`config.mk`:
```
export PLATFORM = sky130hd
export DESIGN_NAME = lift_dispatcher_flat
export DESIGN_NICKNAME = d
export VERILOG_FILES = /design/src/rtl/lift_dispatcher_if.sv /design/src/rtl/lift_dispatcher.sv /design/src/flat_wrapper.sv
export SDC_FILE = /design/constraint.sdc
export NUM_CORES = 1
export LEC_CHECK = 0
export ABC_CLOCK_PERIOD_IN_PS = 4200
export CAP_MARGIN = 20
export CORE_ASPECT_RATIO = 0.8
export CORE_MARGIN = 4
export CORE_UTILIZATION = 55
export CTS_CLUSTER_SIZE = 12
export DETAILED_ROUTE_END_ITERATION = 6
export PLACE_DENSITY_LB_ADDON = 0.05
export SLEW_MARGIN = 0
export SYNTH_ARGS = -nofsm -noshare
export SYNTH_HDL_FRONTEND = slang
export SYNTH_SLANG_ARGS = --single-unit
export TNS_END_PERCENT = 1
```
`constraint.sdc`:
```
create_clock -name clk -period 4.2 [get_ports clk]
set_clock_uncertainty 0.15 [all_clocks]
set_input_delay 0.63 -clock clk [delete_from_list [all_inputs] [get_ports clk]]
set_output_delay 0.63 -clock clk [all_outputs]
set_load 0.01 [all_outputs]
```
`src/rtl/lift_dispatcher_if.sv`:
```
// rtl/lift_dispatcher_if.sv - request, car handshake and status bundle for the lift dispatcher
interface lift_dispatcher_if;
    logic       emergency_stop;
    logic       req_valid;
    logic [2:0] req_floor;
    logic [2:0] car_floor;
    logic       car_at_target;
    logic [2:0] target_floor;
    logic       move_en;
    logic       dir_up;
    logic       door_open;
    logic [7:0] pending;

    modport master (
        output emergency_stop, req_valid, req_floor, car_floor, car_at_target,
        input  target_floor, move_en, dir_up, door_open, pending
    );

    modport slave (
        input  emergency_stop, req_valid, req_floor, car_floor, car_at_target,
        output target_floor, move_en, dir_up, door_open, pending
    );
endinterface

```
`src/rtl/lift_dispatcher.sv`:
```
// rtl/lift_dispatcher.sv - SCAN request scheduler with move/arrive handshake and door dwell
module lift_dispatcher #(
    parameter int DWELL_CYCLES = 4
) (
    input  logic               clk,
    input  logic               reset,
    lift_dispatcher_if.slave   bus
);
    typedef enum logic [2:0] {IDLE, SELECT, MOVE, DWELL, ESTOP} state_t;

    state_t     state_q, state_d;
    logic [7:0] pending_q, pending_d;
    logic [2:0] target_q, target_d;
    logic       move_en_q, move_en_d;
    logic       dir_up_q, dir_up_d;
    logic       door_open_q, door_open_d;
    logic [7:0] cnt_q, cnt_d;

    logic       any_ge, any_lt, any_le, any_gt;
    logic [2:0] lo_ge, hi_lt, hi_le, lo_gt;
    logic [2:0] sel_floor;
    logic       sel_dir;
    logic [7:0] set_mask, clr_mask;

    // Nearest pending floor on each side of the car; ascending scan keeps the
    // last (highest) hit, descending scan keeps the last (lowest) hit.
    always_comb begin
        any_ge = 1'b0; any_lt = 1'b0; any_le = 1'b0; any_gt = 1'b0;
        lo_ge  = 3'd0; hi_lt  = 3'd0; hi_le  = 3'd0; lo_gt  = 3'd0;
        for (int i = 0; i < 8; i++) begin
            if (pending_q[i] && (3'(i) < bus.car_floor)) begin
                any_lt = 1'b1; hi_lt = 3'(i);
            end
            if (pending_q[i] && (3'(i) <= bus.car_floor)) begin
                any_le = 1'b1; hi_le = 3'(i);
            end
        end
        for (int i = 7; i >= 0; i--) begin
            if (pending_q[i] && (3'(i) >= bus.car_floor)) begin
                any_ge = 1'b1; lo_ge = 3'(i);
            end
            if (pending_q[i] && (3'(i) > bus.car_floor)) begin
                any_gt = 1'b1; lo_gt = 3'(i);
            end
        end
        sel_floor = 3'd0;
        sel_dir   = dir_up_q;
        if (dir_up_q) begin
            if (any_ge) sel_floor = lo_ge;
            else begin sel_floor = hi_lt; sel_dir = 1'b0; end
        end else begin
            if (any_le) sel_floor = hi_le;
            else begin sel_floor = lo_gt; sel_dir = 1'b1; end
        end
    end

    always_comb begin
        state_d     = state_q;
        target_d    = target_q;
        move_en_d   = move_en_q;
        dir_up_d    = dir_up_q;
        door_open_d = door_open_q;
        cnt_d       = cnt_q;
        clr_mask    = 8'h00;
        set_mask    = 8'h00;
        // A call for the floor the door is already open at is served by this stop.
        if (bus.req_valid && !(state_q == DWELL && bus.req_floor == bus.car_floor))
            set_mask = 8'h01 << bus.req_floor;

        case (state_q)
            IDLE: if (pending_q != 8'h00) state_d = SELECT;
            SELECT: begin
                if (pending_q == 8'h00) begin
                    state_d = IDLE;
                end else begin
                    dir_up_d = sel_dir;
                    if (sel_floor == bus.car_floor) begin
                        clr_mask    = 8'h01 << sel_floor;
                        cnt_d       = 8'(DWELL_CYCLES - 1);
                        door_open_d = 1'b1;
                        state_d     = DWELL;
                    end else begin
                        target_d  = sel_floor;
                        move_en_d = 1'b1;
                        state_d   = MOVE;
                    end
                end
            end
            MOVE: if (bus.car_at_target) begin
                clr_mask    = 8'h01 << target_q;
                move_en_d   = 1'b0;
                cnt_d       = 8'(DWELL_CYCLES - 1);
                door_open_d = 1'b1;
                state_d     = DWELL;
            end
            DWELL: begin
                if (cnt_q == 8'd0) begin
                    door_open_d = 1'b0;
                    state_d     = SELECT;
                end else begin
                    cnt_d = cnt_q - 8'd1;
                end
            end
            ESTOP: if (!bus.emergency_stop) state_d = SELECT;
            default: state_d = IDLE;
        endcase

        // Emergency stop overrides every transition but still lets requests latch.
        if (bus.emergency_stop) begin
            state_d     = ESTOP;
            move_en_d   = 1'b0;
            door_open_d = 1'b0;
            target_d    = target_q;
            dir_up_d    = dir_up_q;
            cnt_d       = cnt_q;
            clr_mask    = 8'h00;
        end
        pending_d = (pending_q | set_mask) & ~clr_mask;
    end

    always_ff @(posedge clk) begin
        if (reset) begin
            state_q     <= IDLE;
            pending_q   <= 8'h00;
            target_q    <= 3'd0;
            move_en_q   <= 1'b0;
            dir_up_q    <= 1'b1;
            door_open_q <= 1'b0;
            cnt_q       <= 8'd0;
        end else begin
            state_q     <= state_d;
            pending_q   <= pending_d;
            target_q    <= target_d;
            move_en_q   <= move_en_d;
            dir_up_q    <= dir_up_d;
            door_open_q <= door_open_d;
            cnt_q       <= cnt_d;
        end
    end

    assign bus.target_floor = target_q;
    assign bus.move_en      = move_en_q;
    assign bus.dir_up       = dir_up_q;
    assign bus.door_open    = door_open_q;
    assign bus.pending      = pending_q;
endmodule

```
`src/flat_wrapper.sv`:
```
// flat-port wrapper written by rule: the top's interface ports become plain ports
module lift_dispatcher_flat 
#(
    parameter int DWELL_CYCLES = 4
)
  (clk, reset, bus_emergency_stop, bus_req_valid, bus_req_floor, bus_car_floor, bus_car_at_target, bus_target_floor, bus_move_en, bus_dir_up, bus_door_open, bus_pending);
  lift_dispatcher_if bus_i ();
  input  logic clk;
  input  logic reset;
  input wire logic [$bits(bus_i.emergency_stop)-1:0] bus_emergency_stop;
  input wire logic [$bits(bus_i.req_valid)-1:0] bus_req_valid;
  input wire logic [$bits(bus_i.req_floor)-1:0] bus_req_floor;
  input wire logic [$bits(bus_i.car_floor)-1:0] bus_car_floor;
  input wire logic [$bits(bus_i.car_at_target)-1:0] bus_car_at_target;
  output wire logic [$bits(bus_i.target_floor)-1:0] bus_target_floor;
  output wire logic [$bits(bus_i.move_en)-1:0] bus_move_en;
  output wire logic [$bits(bus_i.dir_up)-1:0] bus_dir_up;
  output wire logic [$bits(bus_i.door_open)-1:0] bus_door_open;
  output wire logic [$bits(bus_i.pending)-1:0] bus_pending;
  assign bus_i.emergency_stop = bus_emergency_stop;
  assign bus_i.req_valid = bus_req_valid;
  assign bus_i.req_floor = bus_req_floor;
  assign bus_i.car_floor = bus_car_floor;
  assign bus_i.car_at_target = bus_car_at_target;
  assign bus_target_floor = bus_i.target_floor;
  assign bus_move_en = bus_i.move_en;
  assign bus_dir_up = bus_i.dir_up;
  assign bus_door_open = bus_i.door_open;
  assign bus_pending = bus_i.pending;
  lift_dispatcher #(.DWELL_CYCLES(DWELL_CYCLES)) u_core (.clk(clk), .reset(reset), .bus(bus_i));
endmodule
```
==> results.toml <==
[status]
status = "finished, final reports clean"

[floorplanning]
initial_utilization = 0.5940
chipWidth_um = 77.39
dieArea_um2 = 4914
ioPinCount = 25
fp.dieH_um = 63.51
core-area_um2 = 3566
fp-row-count = 19

[cts]
clkTransAtPathRegs_ps = 100
hold_buffers = 0
htreeDepth = 1
cts_buffer_depth = 2
ctsResizeCount = 0
post-cts-setup-buffers = 0
cts_made_buffers = 3
clock_latency_ps = 280
cts-root-buf = "clkbuf_8"
cts.sinks = 25
cts_tree = "yes"

[logic_synthesis]
synthDistinctLibCells = 64
netlist.area_leader.share = 0.2363
yosys.area.top_type = "dfxtp_1"
syn-num-nets = 288
yosysWarnings = 0
async_flop_share = 0
avgSynthCellArea_um2 = 7.703
synth-edff-count = 0
yosys-top-cells-area = "dfxtp_1 24%, a21oi_1 6.6%, nor2_1 3.7%"
synthFlopType = "dfxtp_1"
syn_inst = 275
synth_area_um2 = 2118
ys_seq_elements = 25
yosysSeqAreaShare = 0.2363

[grt]
grt_pass1_vias = 2042
grt-ovfl-total = 0
grt_max_degree = 25
antenna_found_initial = 0
grt_pass1_wl_mm = 10.11
grt_usage = 0.2477

[pwr]
switching_power_uw = 196.0
p_leak_nw = 0.8260
ir_worst_vdd_uv = 180.1
swShare = 0.3373
pwr-share-comb = 0.294
powerDensity_nw_per_um2 = 238.3
clkPwrFrac = 0.267
seqPwrFrac = 0.439
intPower_uw = 385.1

[placed_design]
place_hpwl_mm = 4.497
place.gp.congestion = 0.9704
io_buffers = 24

[setup_path]
cp.required_ps = 4170
cp_max_fo = 18
arrival_ps = 3880
r2r_slack_ps = 980
r2r-end = "u_core.bus.pending[1]"
worstSetupPathType = "in -> reg"
r2r_start = "u_core.bus.pending[5]"
cp-start-kind = "primary input"
ff2ff_path_depth = 9
critical_path.endpoint_type = "flip-flop"

[sta]
slew_violations = 0
setup_violations = 0
whs_ps = 328.2
hold_viol = 0
max_freq_ghz = 0.2559
setup_tns_ps = 0
grt_setup_unrepaired = "no"
relSlewSlack = 0.4478
max_slew.worst_pin.slew_ps = 825.7
period_needed_ps = 3908
min_period_over_period = 0.9306

[routing]
vias = 2231
drc_errors = 0
antenna_left = 0
routed_wl_mm = 5.933
wl_per_cell_um = 17.71
vias_per_cell = 6.660
drtIter0Drc = 242
firstDrtPassIters = 5

[layout]
drive_above_1_share = 0.1058
antenna_cells = 0
syn2layout_area_growth_pct = 15.12
post-route-util = 0.6839
fillers = 311
final_nets = 307

[worst_hold_path]
holdPathEnd = "u_core.cnt_q[6]"
hold_depth = 2
min_path_type = "reg -> reg"
holdCritStartpoint = "u_core.cnt_q[6]"

[job]
cap_violations = 0
[final cells by class]
class,count,area (um^2),area share
clock inverter,1,8.758,0.003592
tap,42,52.55,0.02155
multi-input combinational,218,1470,0.6029
sequential,25,500.5,0.2052
timing repair buffer,32,312.8,0.1283
inverter,14,52.55,0.02155
clock buffer,3,41.29,0.01693
[cell usage after synthesis (4+ instances only)]
| library cell | instances |
|---|---|
| a21oi_1 | 28 |
| dfxtp_1 | 25 |
| nor2_1 | 21 |
| nand2_1 | 18 |
| inv_1 | 14 |
| o21ai_0 | 14 |
| nor3_1 | 11 |
| nor2b_1 | 10 |
| clkbuf_1 | 7 |
| nand2b_1 | 7 |
| a31oi_1 | 6 |
| nor3b_1 | 6 |
| a2111oi_0 | 5 |
| o31ai_1 | 5 |
| o32ai_1 | 5 |
| a311oi_1 | 4 |
| buf_2 | 4 |
| mux2i_1 | 4 |
| nand3_1 | 4 |
| nand3b_1 | 4 |
[power groups by stage]
stage / Sequential [mW] / Clock [mW] / Combinational, mW
2_1_floorplan: 0.256 / 0 / 0.122
3_3_place_gp: 0.260 / 0 / 0.167
3_5_place_dp: 0.260 / 0 / 0.166
4_1_cts: 0.255 / 0.158 / 0.167
5_1_grt: 0.256 / 0.165 / 0.185
6_report: 0.255 / 0.155 / 0.171
[per-layer routing]
metal / up-vias / GRT usage / part of all wire
li1: 1076 / - / -
met1: 1016 / 0.3983 / 0.49
met2: 129 / 0.3330 / 0.40
met3: 10 / 0.04274 / 0.096
met4: 0 / 0.05111 / 0.012
met5: - / 0 / 0
[worst max path at each step]
stage	to	startpoint	slack (ps)
finish	u_core.bus.pending[1]	bus_car_floor[1]	290
CTS	u_core.bus.pending[5]	bus_car_floor[1]	380
global route	u_core.bus.pending[1]	bus_car_floor[1]	130
global placement	u_core.bus.pending[1]	bus_car_floor[1]	240
floorplan	u_core.cnt_q[2]	bus_car_floor[1]	1040
detailed placement	u_core.bus.pending[5]	bus_car_floor[1]	100
[flip-flops by register name, indices dropped and copies added (netlist names)]
name and flops:
u_core.bus.pending 8, u_core.cnt_q 8, u_core.bus.target_floor 3, u_core.state_q 3
u_core.bus.dir_up 1, u_core.bus.door_open 1, u_core.bus.move_en 1
[logic make-up (layout without fill, tap and decap cells)]
kind of cell / after synthesis / in the layout / synth area share
AO/OA/AOI/OAI: 100 / 100 / 0.3420
XOR/XNOR: 8 / 8 / 0.04017
adder cells (fa/ha/maj): 2 / 2 / 0.01181
buffers and inverters: 32 / 50 / 0.06970
flip-flops: 25 / 25 / 0.2363
multiplexers: 6 / 6 / 0.02953
AND/OR/NAND/NOR: 102 / 102 / 0.2705
[cells in the final DEF, fill, tap and decap left out, drive strengths merged, types with 3 or more instances in the layout]
master,Yosys,final
o211ai,4,4
nand3b,4,4
or3,3,3
a311oi,4,4
nand3,4,4
o21ai,14,14
nand2b,7,7
o31ai,6,6
buf,11,8
clkdlybuf4s50,0,24
nor3b,6,6
a21o,3,3
a2111oi,5,5
a21oi,29,29
nor3,12,12
a32oi,3,3
mux2i,4,4
clkbuf,7,3
xor2,3,3
nor2b,10,10
nor2,21,21
inv,14,15
xnor2,5,5
a31oi,6,6
nand2,18,18
dfxtp,25,25
o32ai,5,5
[worst max-delay path, stage by stage]
cell             delay, ps
clkdlybuf4s50_1        560
buf_4                  280
nor2_1                 200
a311oi_1               110
or4_4                  490
o21ai_0                260
nor2b_1                320
xnor2_1                220
nand3_1                190
nor3_1                 420
a2111oi_0              180
[metrics by stage]
stage | cells | area, um^2 | total power [mW] | worst slack, ps
final | 335 | 2439 | 0.5811 | 291.6
after global routing | 335 | 2439 | 0.6069 | 134.2
after CTS | 335 | 2439 | 0.5797 | 384.8
after detailed placement | 331 | 2389 | 0.4266 | 95.33
after global placement | 331 | 2389 | 0.4274 | 239.4
after floorplan | 275 | 2118 | 0.3779 | 1042
No activity file was read; power rests on OpenSTA's default activity.
==> edit 1: new RTL, config.mk and constraints unchanged <==
Encoding of `state_t`: now one-hot (5 bits for 5 states).
--- a/src/rtl/lift_dispatcher.sv
+++ b/src/rtl/lift_dispatcher.sv
@@ -8,3 +8,3 @@
 );
-    typedef enum logic [2:0] {IDLE, SELECT, MOVE, DWELL, ESTOP} state_t;
+    typedef enum logic [4:0] {IDLE = 5'b00001, SELECT = 5'b00010, MOVE = 5'b00100, DWELL = 5'b01000, ESTOP = 5'b10000} state_t;
 
Formal check against the unedited RTL: same outputs for any inputs over 4 cycles, from zero or initial values and one cycle with reset high; so few cycles prove little.
==> edit 1 against the original RTL <==
  * Area after synthesis rose by 8.0%
  * Maximum frequency rose by 5.8%
  * Register-to-register slack improved by 100 ps
  * Setup slack improved by 210 ps
  * Routed wire length rose by 4.3%
  * Global-route usage fell by 0.62 points
  * Final area rose by 7.4%
  * Via count rose by 9.0%
  * Sequential cell count rose by 2
  * Core utilization fell by 1.3 points
  * Power fell by 1.8%
  * Sequential power rose by 7%
  * Critical path type unchanged
==> edit 1: results (changes against the original RTL) <==
stage	metric	value	unit	change
cells_and_area	clk tree area frac	1.86	%	-0.19 points
cells_and_area	Total Nets Final	339		+10%
cells_and_area	Multi-input gate area	0.00160	mm²	+8.7%
clock_network	CTS Sinks	27		+8.0%
synth	dominant cells by area after synthesis	dfxtp_1 (24%), nor2_1 (6.4%), a21oi_1 (5.7%)		
cells_and_area	buffer share of cell area	11.5	%	-1.4 points
synth	mux cell area share after synthesis	2.19	%	-0.77 points
place	RePlAce Congestion	0.932		-4.0%
place	HPWL Detailed	4.67	mm	+3.8%
cells_and_area	inverter count	17		+3
drt	met3 WL post-DR	570	µm	-0.35%
drt	WL met2	2.54	mm	+7.8%
synth	post-synthesis xor/xnor area fraction	1.91	%	-2.1 points
global_route	GR Util All Layers	24.1	%	-0.62 points
cells_and_area	multi-input gate share of total cell area	61.0	%	+0.70 points
place	DP Area	0.00257	mm²	+7.6%
critical_path	CP max FO	17		-1
synth	Synth top cells by count	nor2_1 (39), dfxtp_1 (27), a21oi_1 (26)		
global_route	vias in the first global route	2115		+3.6%
worst_hold_path	Hold Crit Start	u_core.bus.door_open		
synth	Synth Area in Adders	1.09	%	-0.088 points
synth	sequential fraction of the synthesis area	23.6	%	about the same
drt	vias	2432		+9.0%
outcome	status	finished, final reports clean		
power_and_ir_drop	Leak	0.955	nW	+16%
global_route	pin count of the biggest net entering global routing	27		+8.0%
global_route	M1 GR Usage	35.8	%	-4.0 points
critical_path	worst r2r dst	u_core.cnt_q[6]		
drt	DR WL/cell	16.3	µm	-8.0%
cells_and_area	FILL cells	353		+14%
synth	syn nets	318		+10%
timing	relative slew slack	37.3	%	-7.5 points
power_and_ir_drop	Peak VDD IR	0.000121	V	-33%
cells_and_area	layout cells sized above 1	11.1	%	+0.50 points
drt	initial DRC count	220		-9.1%
cells_and_area	multi-input combinational cell count	245		+12%
critical_path	data arrival time of the critical path	3720	ps	-160 ps
global_route	met2 GRT Util	35.4	%	+2.1 points
synth	area fraction in compound gates after synthesis	35.8	%	+1.6 points
critical_path	reg2reg start	u_core.bus.pending[2]		
timing	Worst Hold Slack	330	ps	+2.23 ps
drt	met1 WL	3.00	mm	+2.1%
edit 1: cell count changes after synthesis, sizes merged, moves of 4 or more:
cell | before | now
o21a | 1 | 7
o21ai | 14 | 18
o32ai | 5 | 1
nor2 | 21 | 41
buf | 11 | 7
a31oi | 6 | 13
a2111oi | 5 | 0
edit 1: critical path: cells and delay by family:
| kind | cells | cell delay [ps] |
|---|---|---|
| AOI/OAI and AO/OA | 7 | 1920 |
| buffers and inverters | 2 | 950 |
| xor gates and xnor gates | 1 | 130 |
| and+or+nand+nor | 1 | 80 |
edit 1: metrics by stage:
stage               util (%)  worst slack (ps)  cells  power [mW]
global placement        65.9               281    376       0.425
global route            67.1               381    380       0.601
detailed placement      65.9               235    376       0.424
floorplan                  -              1160    305       0.380
CTS                     67.1               523    380       0.573
finish                  67.1               504    380       0.571
edit 1: power breakdown:
group	leakage, nW	internal (mW)	switching (mW)
combinational	0.715	0.0632	0.0855
sequential	0.219	0.261	0.0125
clock	0.0217	0.0675	0.0812
==> edit 2: new RTL, same flow settings <==
Made on the original files. `pending_q` no longer has a reset.
--- a/src/rtl/lift_dispatcher.sv
+++ b/src/rtl/lift_dispatcher.sv
@@ -123,3 +123,2 @@
             state_q     <= IDLE;
-            pending_q   <= 8'h00;
             target_q    <= 3'd0;
@@ -131,3 +130,2 @@
             state_q     <= state_d;
-            pending_q   <= pending_d;
             target_q    <= target_d;
@@ -138,2 +136,6 @@
         end
+    end
+
+    always_ff @(posedge clk) begin
+        pending_q <= pending_d;
     end
Function: changed (Yosys sat finds a counterexample within 4 cycles, from zero or initial values and one cycle with reset high).
==> edit 2 against the original RTL <==
  * Setup slack better by 240 ps
  * Sequential cell count unchanged
  * Area after synthesis up 3.1%
  * Routed wire length fell by 0.49%
  * Final area is 3.9% higher
  * Die area up 2.7%
  * Maximum frequency increased by 6.7%
  * Register-to-register slack better by 70 ps
  * Power rose by 12%
  * Critical endpoint is now u_core.bus.pending[7]
  * Largest cell class unchanged
  * Highest routed layer unchanged
==> edit 2: results (changes against the original RTL) <==
stage	metric	value	unit	change
outcome	status	finished, final reports clean		
power_and_ir_drop	Leak	0.892	nW	+8.0%
synth	mux cell area share after synthesis	1.83	%	-1.1 points
timing	Worst Hold Slack	332	ps	+3.96 ps
synth	Synth Area per Inst	7.63	µm²	-0.89%
critical_path	worst r2r dst	u_core.cnt_q[7]		
worst_hold_path	Worst Hold Depth	1		-1
power_and_ir_drop	share of total power in the clock network	22.4	%	-4.3 points
global_route	global-route wire length before repair	10.1	mm	-0.47%
worst_hold_path	Worst Hold End	u_core.cnt_q[7]		
power_and_ir_drop	Peak VDD IR	0.000163	V	-9.5%
critical_path	reg2reg start	u_core.bus.pending[7]		
drt	vias	2283		+2.3%
cells_and_area	Total Nets Final	318		+3.6%
drt	met1 WL	2.90	mm	-1.1%
drt	initial DRC count	218		-9.9%
synth	syn nets	299		+3.8%
timing	Setup WS post-layout	536	ps	+244 ps
critical_path	CP max FO	17		-1
synth	Yosys cell types	70		+9.4%
cells_and_area	FILL cells	339		+9.0%
place	RePlAce Congestion	0.924		-4.8%
synth	dominant cells by area after synthesis	dfxtp_1 (23%), nor2_1 (5.7%), a21oi_1 (3.9%)		
global_route	GR Util All Layers	24.6	%	-0.18 points
critical_path	CP endpoint	u_core.bus.pending[7]		
global_route	met2 GRT Util	34.9	%	+1.6 points
cells_and_area	layout cells sized above 1	10.9	%	+0.28 points
power_and_ir_drop	Clk power	146	µW	-6%
drt	WL met2	2.35	mm	-0.21%
drt	vias per cell	6.36		-4.5%
drt	met3 WL post-DR	610	µm	+6.6%
global_route	vias in the first global route	2083		+2.0%
critical_path	data arrival time of the critical path	3640	ps	-240 ps
synth	Synth Area in Adders	1.15	%	-0.035 points
place	Setup WS pre-CTS	293	ps	+198 ps
synth	area fraction in compound gates after synthesis	35.5	%	+1.3 points
synth	sequential fraction of the synthesis area	22.9	%	-0.70 points
global_route	GR Util met3	6.62	%	+2.3 points
critical_path	FF-to-FF setup slack	1050	ps	+70 ps
place	HPWL Detailed	4.48	mm	-0.35%
synth	Synth top cells by count	nor2_1 (33), dfxtp_1 (25), a21oi_1 (17)		
drt	Pre-antenna DRT Iters	4		-1
place	DP Area	0.00248	mm²	+4.0%
## edit 2: changes by cell type after synthesis, moves of 5 or more
| cell | before | now |
|---|---|---|
| nor2_1 | 21 | 33 |
| a21oi_1 | 28 | 17 |
| clkbuf_1 | 7 | 15 |
| and3_1 | 1 | 6 |
| o21ai_0 | 14 | 9 |
## edit 2: critical path, cell delays in order
cell and delay, ps:
clkdlybuf4s50_1 620, buf_4 260, a21boi_0 130, o21ai_0 470, nand4_1 180, a21oi_1 260
o221ai_4 210, xnor2_2 290, and3_1 410, a41oi_1 170
## edit 2: layout make-up
class / count / area [µm²] / share of cell area, %
Tap cell: 55 / 68.8 / 2.72
Timing Repair Buffer: 35 / 323 / 12.7
Clock inverter: 1 / 7.51 / 0.296
Clock buffer: 3 / 41.3 / 1.63
Multi-Input combinational cell: 224 / 1530 / 60.5
Sequential cell: 25 / 500 / 19.8
Inverter: 16 / 60.1 / 2.37
